<file path="src/rtl/led_pat_pkg.sv">
// led_pat_pkg: shared definitions for the LED pattern player.
//   - stateT     : sequencer state encoding (IDLE=0, LOAD=1, RUN=2, DONE=3)
//   - PAT_LEN_DEF: default number of steps per pattern
//   - PAT0..PAT3 : pattern table, bit i drives the LED during step i
//   - patBit()   : table lookup by pattern select and step index
package led_pat_pkg;

    localparam int unsigned PAT_LEN_DEF = 12;
    localparam int unsigned NUM_PAT     = 4;
    localparam int unsigned SEL_W       = 2;
    localparam int unsigned STEP_W      = 4;
    localparam int unsigned REP_W       = 4;

    typedef enum logic [1:0] {
        IDLE = 2'd0,
        LOAD = 2'd1,
        RUN  = 2'd2,
        DONE = 2'd3
    } stateT;

    // Words are 16 bits wide so any PAT_LEN up to 16 indexes safely; unused bits are 0.
    localparam logic [15:0] PAT0 = 16'h0CE8; // 0,0,0,1,0,1,1,1,0,0,1,1
    localparam logic [15:0] PAT1 = 16'h0AAA; // 0,1,0,1,0,1,0,1,0,1,0,1
    localparam logic [15:0] PAT2 = 16'h0041; // 1,0,0,0,0,0,1,0,0,0,0,0
    localparam logic [15:0] PAT3 = 16'h003F; // 1,1,1,1,1,1,0,0,0,0,0,0

    function automatic logic patBit(input logic [SEL_W-1:0] sel, input logic [STEP_W-1:0] step);
        logic [15:0] word;
        case (sel)
            2'd0:    word = PAT0;
            2'd1:    word = PAT1;
            2'd2:    word = PAT2;
            default: word = PAT3;
        endcase
        return word[step];
    endfunction

endpackage

</file>
<file path="src/rtl/led_step_tick.sv">
// led_step_tick: step-rate enable generator for the LED pattern player.
//   iCLK  : system clock
//   iRST  : synchronous active-high reset
//   iCLR  : clears the counter (has priority over iEN)
//   iEN   : counter advances only while high
//   oTICK : one-cycle enable, high while the counter sits at TICK_DIV-1
module led_step_tick #(
    parameter int unsigned TICK_DIV = 2000000
) (
    input  logic iCLK,
    input  logic iRST,
    input  logic iCLR,
    input  logic iEN,
    output logic oTICK
);

    localparam int unsigned CNT_W = (TICK_DIV > 1) ? $clog2(TICK_DIV) : 1;
    localparam logic [CNT_W-1:0] CNT_MAX = CNT_W'(TICK_DIV - 1);

    logic [CNT_W-1:0] cntQ;
    logic [CNT_W-1:0] cntD;
    logic             atMax;

    // Exact match only, so the counter can never run past the terminal value.
    assign atMax = (cntQ == CNT_MAX);

    always_comb begin
        cntD = cntQ;
        if (iCLR) begin
            cntD = '0;
        end else if (iEN) begin
            cntD = atMax ? '0 : cntQ + 1'b1;
        end
    end

    always_ff @(posedge iCLK) begin
        if (iRST) begin
            cntQ <= '0;
        end else begin
            cntQ <= cntD;
        end
    end

    assign oTICK = iEN && atMax;

endmodule

</file>
<file path="src/rtl/led_pattern_sched.sv">
// led_pattern_sched: start/stop-controlled, repeatable LED pattern player.
//   iCLK   : system clock, all logic on posedge
//   iRST   : synchronous active-high reset
//   iSTART : play request, accepted only while oREADY=1
//   iSEL   : pattern index, latched on accept
//   iREP   : extra repeats, latched on accept (0 = play once)
//   iSTOP  : abort playback (LOAD/RUN only)
//   oREADY : high in IDLE
//   oBUSY  : high in LOAD and RUN
//   oLED   : registered LED drive
//   oSTEP  : registered current step index
//   oDONE  : one-cycle pulse on normal completion
module led_pattern_sched
    import led_pat_pkg::*;
#(
    parameter int unsigned TICK_DIV = 2000000,
    parameter int unsigned PAT_LEN  = PAT_LEN_DEF
) (
    input  logic              iCLK,
    input  logic              iRST,
    input  logic              iSTART,
    input  logic [SEL_W-1:0]  iSEL,
    input  logic [REP_W-1:0]  iREP,
    input  logic              iSTOP,
    output logic              oREADY,
    output logic              oBUSY,
    output logic              oLED,
    output logic [STEP_W-1:0] oSTEP,
    output logic              oDONE
);

    localparam logic [STEP_W-1:0] LAST_STEP = STEP_W'(PAT_LEN - 1);

    stateT             stateQ, stateD;
    logic [STEP_W-1:0] stepQ, stepD;
    logic [REP_W-1:0]  repCntQ, repCntD;
    logic [SEL_W-1:0]  selQ, selD;
    logic [REP_W-1:0]  repQ, repD;
    logic              ledQ, ledD;
    logic              tick;
    logic              tickClr;
    logic              tickEn;

    // Counter only runs in RUN; clearing on iSTOP keeps it at 0 from the first IDLE cycle.
    assign tickEn  = (stateQ == RUN);
    assign tickClr = (stateQ != RUN) || iSTOP;

    led_step_tick #(
        .TICK_DIV (TICK_DIV)
    ) uStepTick (
        .iCLK  (iCLK),
        .iRST  (iRST),
        .iCLR  (tickClr),
        .iEN   (tickEn),
        .oTICK (tick)
    );

    always_comb begin
        stateD  = stateQ;
        stepD   = stepQ;
        repCntD = repCntQ;
        selD    = selQ;
        repD    = repQ;
        ledD    = ledQ;

        unique case (stateQ)
            IDLE: begin
                ledD  = 1'b0;
                stepD = '0;
                if (iSTART) begin
                    selD   = iSEL;
                    repD   = iREP;
                    stateD = LOAD;
                end
            end
            LOAD: begin
                if (iSTOP) begin
                    stateD = IDLE;
                    ledD   = 1'b0;
                    stepD  = '0;
                end else begin
                    stepD   = '0;
                    repCntD = repQ;
                    ledD    = patBit(selQ, '0);
                    stateD  = RUN;
                end
            end
            RUN: begin
                // Stop has priority over a coincident step tick.
                if (iSTOP) begin
                    stateD = IDLE;
                    ledD   = 1'b0;
                    stepD  = '0;
                end else if (tick) begin
                    if (stepQ != LAST_STEP) begin
                        stepD = stepQ + 1'b1;
                        ledD  = patBit(selQ, stepQ + 1'b1);
                    end else if (repCntQ != '0) begin
                        repCntD = repCntQ - 1'b1;
                        stepD   = '0;
                        ledD    = patBit(selQ, '0);
                    end else begin
                        stateD = DONE;
                        stepD  = '0;
                        ledD   = 1'b0;
                    end
                end
            end
            DONE: begin
                stateD = IDLE;
                stepD  = '0;
                ledD   = 1'b0;
            end
            default: begin
                stateD = IDLE;
                stepD  = '0;
                ledD   = 1'b0;
            end
        endcase
    end

    always_ff @(posedge iCLK) begin
        if (iRST) begin
            stateQ  <= IDLE;
            stepQ   <= '0;
            repCntQ <= '0;
            selQ    <= '0;
            repQ    <= '0;
            ledQ    <= 1'b0;
        end else begin
            stateQ  <= stateD;
            stepQ   <= stepD;
            repCntQ <= repCntD;
            selQ    <= selD;
            repQ    <= repD;
            ledQ    <= ledD;
        end
    end

    // Status outputs decode the registered state directly.
    assign oREADY = (stateQ == IDLE);
    assign oBUSY  = (stateQ == LOAD) || (stateQ == RUN);
    assign oDONE  = (stateQ == DONE);
    assign oLED   = ledQ;
    assign oSTEP  = stepQ;

endmodule

</file>
<file path="config.mk">
export PLATFORM = sky130hd
export DESIGN_NAME = led_pattern_sched
export DESIGN_NICKNAME = d
export VERILOG_FILES = /design/src/rtl/led_pat_pkg.sv /design/src/rtl/led_step_tick.sv /design/src/rtl/led_pattern_sched.sv
export SDC_FILE = /design/constraint.sdc
export NUM_CORES = 1
export LEC_CHECK = 0
export CAP_MARGIN = 20
export CORE_ASPECT_RATIO = 0.8
export CORE_MARGIN = 10
export CORE_UTILIZATION = 52
export DETAILED_ROUTE_END_ITERATION = 7
export GPL_ROUTABILITY_DRIVEN = 0
export MAX_ROUTING_LAYER = met4
export PLACE_DENSITY = 0.76
export SLEW_MARGIN = 20
export SYNTH_ARGS = -nofsm -noshare
export SYNTH_HDL_FRONTEND = slang
export SYNTH_SLANG_ARGS = --single-unit
</file>
<file path="constraint.sdc">
create_clock -name iCLK -period 1.8 [get_ports iCLK]
set_input_delay 0.27 -clock iCLK [delete_from_list [all_inputs] [get_ports iCLK]]
set_output_delay 0.27 -clock iCLK [all_outputs]
set_load 0.005 [all_outputs]
</file>
==> metrics.md <==
| Metric | Value |
|---|---|
| Max Root-Sink Buffers | 2 |
| Worst reg2reg endpoint | oLED$_SDFFE_PP0P_ |
| Pleak | 0.972 nW |
| Slowest Stage Delay on Critical Path | 0.54 ns |
| Area share of the leading cell type in the synthesized netlist | a little over a third |
| Total CTS buffers | 5 |
| Vias per inst | roughly 5.4 |
| DP Area | roughly 0.0025 mm^2 |
| Slowest cell on crit path | clkdlybuf4s50_1 |
| Number of synthesized flops with an enable pin | 0 |
| Share of layout cells above drive strength 1 | between 20% and 30% |
| Area contributors post-synth | dfxtp_1, nor2_1, ha_1 |
| CP Launch Type | register |
| R2R Path Start | repCntQ[0]$_SDFFE_PP0P_ |
| Post-synthesis cell count | around 250 |
| Worst VDD drop | around 0.56 mV |
| Synthesized area per cell | around 8.2 um^2 |
| Die ar. | roughly 0.0070 mm^2 |
| CP arrival | ~1.5 ns |
| Count of final hold-check violations | 0 |
| Register share of total power | a little over half |
| Switching pwr | around 0.39 mW |
| Synthesized area | approximately 0.0021 mm^2 |
| Initial Utilization | between 50% and 60% |
| Nets@finish | between 300 and 400 |
| Clock slew at reported path FFs | 0.08 ns |
| Crit-path max FO | 7 |
| Count leader, synth | dfxtp_1 |
| First-pass GRT wire length | roughly 8.2 mm |
| Final min period | 1.77 ns |
| Syn_nets | 272 |
| Final setup viols | 0 |
| Top cells by count, synth | dfxtp_1, nor2_1, nand2_1, nand3_1, a21oi_1 |
| CP delay by family, top | buffers and inverters |
| Initial antenna violation count | 0 |
| GR Overflow Total | 0 |
| Crit-path cells | inv_2, ha_2, clkdlybuf4s50_1 |
| Post-route ant nets | 0 |
| Worst hold stages | 2 |
| Setup Skew | 0.00725 ns |
| Largest area contributor in the netlist | dfxtp_1 |
| WL final | between 4 and 5 mm |
| RSZ-0062 raised after global routing | true |
| Primary FF master, synth | dfxtp_1 |
| Final Util | a little over two thirds |
| Yosys Warn Count | 0 |
| Sw Ratio | 23.7% |
| Register area share after synthesis | between 30 and 40% |
| Clock power share | a little over a third |
| Hold_sp | repQ[1]$_SDFFE_PP0P_ |
| Row count | 20 |
| Post-DP HPWL | between 3 and 4 mm |
| Clock root buffer | clkbuf_8 |
| Pwr Total | approximately 1.6 mW |
| Tightest Hold Check Type | register to register |
| Seq cells post-synth | 38 |
| Fin Setup TNS | 0 ns |
| Drt pass-1 iters | 4 |
| Outcome | finished, final reports clean |
| Worst-Margin Slew | 0.483 ns |
| Via count | ~1,900 |
| Int Power | roughly 1.2 mW |
| Layout area overhead | 28.1% |
| Relative slew margins | roughly two thirds |
| IO buf count | 17 |
| CTS Hold Bufs | 0 |
| FF-to-FF path depth | 7 |
| PD cells | around 600 mW/mm^2 |
| Final period util | a little over nine tenths |
| Clock Latency Late Sink | between 0.2 and 0.3 ns |
| CTS tree | built |
| Reg-to-reg slack, setup | 0.04 ns |
| F_max | around 560 MHz |
| Hold Path Sink | repQ[1]$_SDFFE_PP0P_ |
| Total Routing Usage GR | between 10% and 20% |
| Core area | 0.00383 mm^2 |
| # DRC | 0 |
| Die W | about 91 um |
| Vias in the first global route | 1,734 |
| Number of max-cap violations | 0 |
| Max-slew violation count | 0 |
| Ys async rst share | 0% |
| Drt wl/cell | around 14 um |
| Largest net degree at the start of global routing | 21 |
| Combinational Power Share | between 10% and 20% |
| Fin area | between 0.002 and 0.003 mm^2 |
| Crit path kind | register to output port |
| H-tree depth | 2 |
| Filler cell count | about 300 |
| 1st-iter DRT viols | 123 |
| CTS Sinks | 38 |
| Critical path buffer and inverter count | 2 |
| Worst Path Required | 1.53 ns |
| Post-synth cell types | 48 |
| Die height | about 77 um |
| Io pins | 18 |
| Antenna Cells | 0 |
| Critical Path End Type | output port |
registers in the layout, indices dropped and copies added, names as in the netlist:
| register | cells |
|---|---|
| uStepTick.cntQ | 21 |
| oSTEP | 4 |
| repCntQ | 4 |
| repQ | 4 |
| selQ | 2 |
| stateQ | 2 |
| oLED | 1 |
layout make-up:
type | instances | area, um^2 | area share, %
flip-flops and latches | 38 | 771 | 28.8
multi-input cells | 192 | 1280 | 47.8
inverters | 11 | 41.3 | 1.54
well taps | 55 | 68.8 | 2.57
repair buffers | 50 | 437 | 16.3
clock buffers | 6 | 82.6 | 3.08
repair_timing:
action                                 in CTS  in global routing
gates resized for setup                     4                 17
pin swaps                                   1                  5
endpoints found under the hold margin       0                  0
setup endpoints to repair                   3                 10
setup buffers                               0                  2
routing by layer:
metal | global-route usage [%] | up-vias | share of wire (%)
li1 | - | 984 | -
met1 | 19.1 | 864 | 50
met2 | 21.0 | 42 | 44
met3 | 3.50 | 7 | 5.0
met4 | 4.22 | 0 | 1.0
met5 | - | - | 0
power groups by stage:
stage / Combinational (mW) / Sequential [mW] / Clock [mW]
after floorplan: 0.0885 / 0.886 / 0
after global placement: 0.169 / 0.886 / 0
after detailed placement: 0.175 / 0.887 / 0
after CTS: 0.177 / 0.868 / 0.588
after global routing: 0.201 / 0.869 / 0.628
final: 0.179 / 0.868 / 0.584
worst max path at each step:
stage,from,end,slack (ns),cells past startpoint
2_1_floorplan,repCntQ[0]$_SDFFE_PP0P_,oLED$_SDFFE_PP0P_,0.02,7
3_5_place_dp,repCntQ[0]$_SDFFE_PP0P_,oLED$_SDFFE_PP0P_,-0.08,7
3_3_place_gp,repCntQ[0]$_SDFFE_PP0P_,oLED$_SDFFE_PP0P_,0.02,7
5_1_grt,stateQ[0]$_SDFFE_PP0P_,uStepTick.cntQ[19]$_SDFFE_PP0P_,-0.09,7
4_1_cts,repCntQ[0]$_SDFFE_PP0P_,oLED$_SDFFE_PP0P_,0.01,7
6_report,stateQ[1]$_SDFFE_PP0P_,oREADY,0.03,3
cells in the final DEF (no fill, tap or decap), types with 4 or more instances in the layout:
master            n
a21oi_1          16
a31oi_1           4
and3_1            4
buf_4            31
clkbuf_8          6
clkdlybuf4s50_1  16
dfxtp_1          32
dfxtp_2           5
ha_1              5
inv_1             8
nand2_1          22
nand3_1          17
nand4_1           6
nor2_1           33
nor3b_1           4
o21ai_0           5
xnor2_1          11
xor2_1           10
cell families (layout without fill, tap and decap cells):
family,after synthesis,count (layout),share of synthesized area (%)
AOI/OAI and AO/OA,40,40,11.8
and+or+nand+nor,118,118,31.0
adders and majority gates,8,8,4.78
DFF,38,38,36.4
buffers and inverters,24,67,4.67
xor gates and xnor gates,21,21,8.79
muxes,5,5,2.51
stage by stage:
stage	hold slack (ns)	setup WS, ns	std cells
finish	0.455	0.0266	352
global route	0.496	-0.0851	352
CTS	0.456	0.0138	350
detailed placement	0.445	-0.0754	344
global placement	0.440	0.0161	344
floorplan	0.373	0.0165	254
worst reg2reg max path: stages (launching register included):
cell and delay (ns):
dfxtp_2 0.33, inv_2 0.04, ha_2 0.16, or3b_4 0.38, and2_4 0.17, a21o_1 0.19, a2111oi_4 0.29, a21boi_1 0.10
Note: power is estimated with default switching activity, not from simulation.
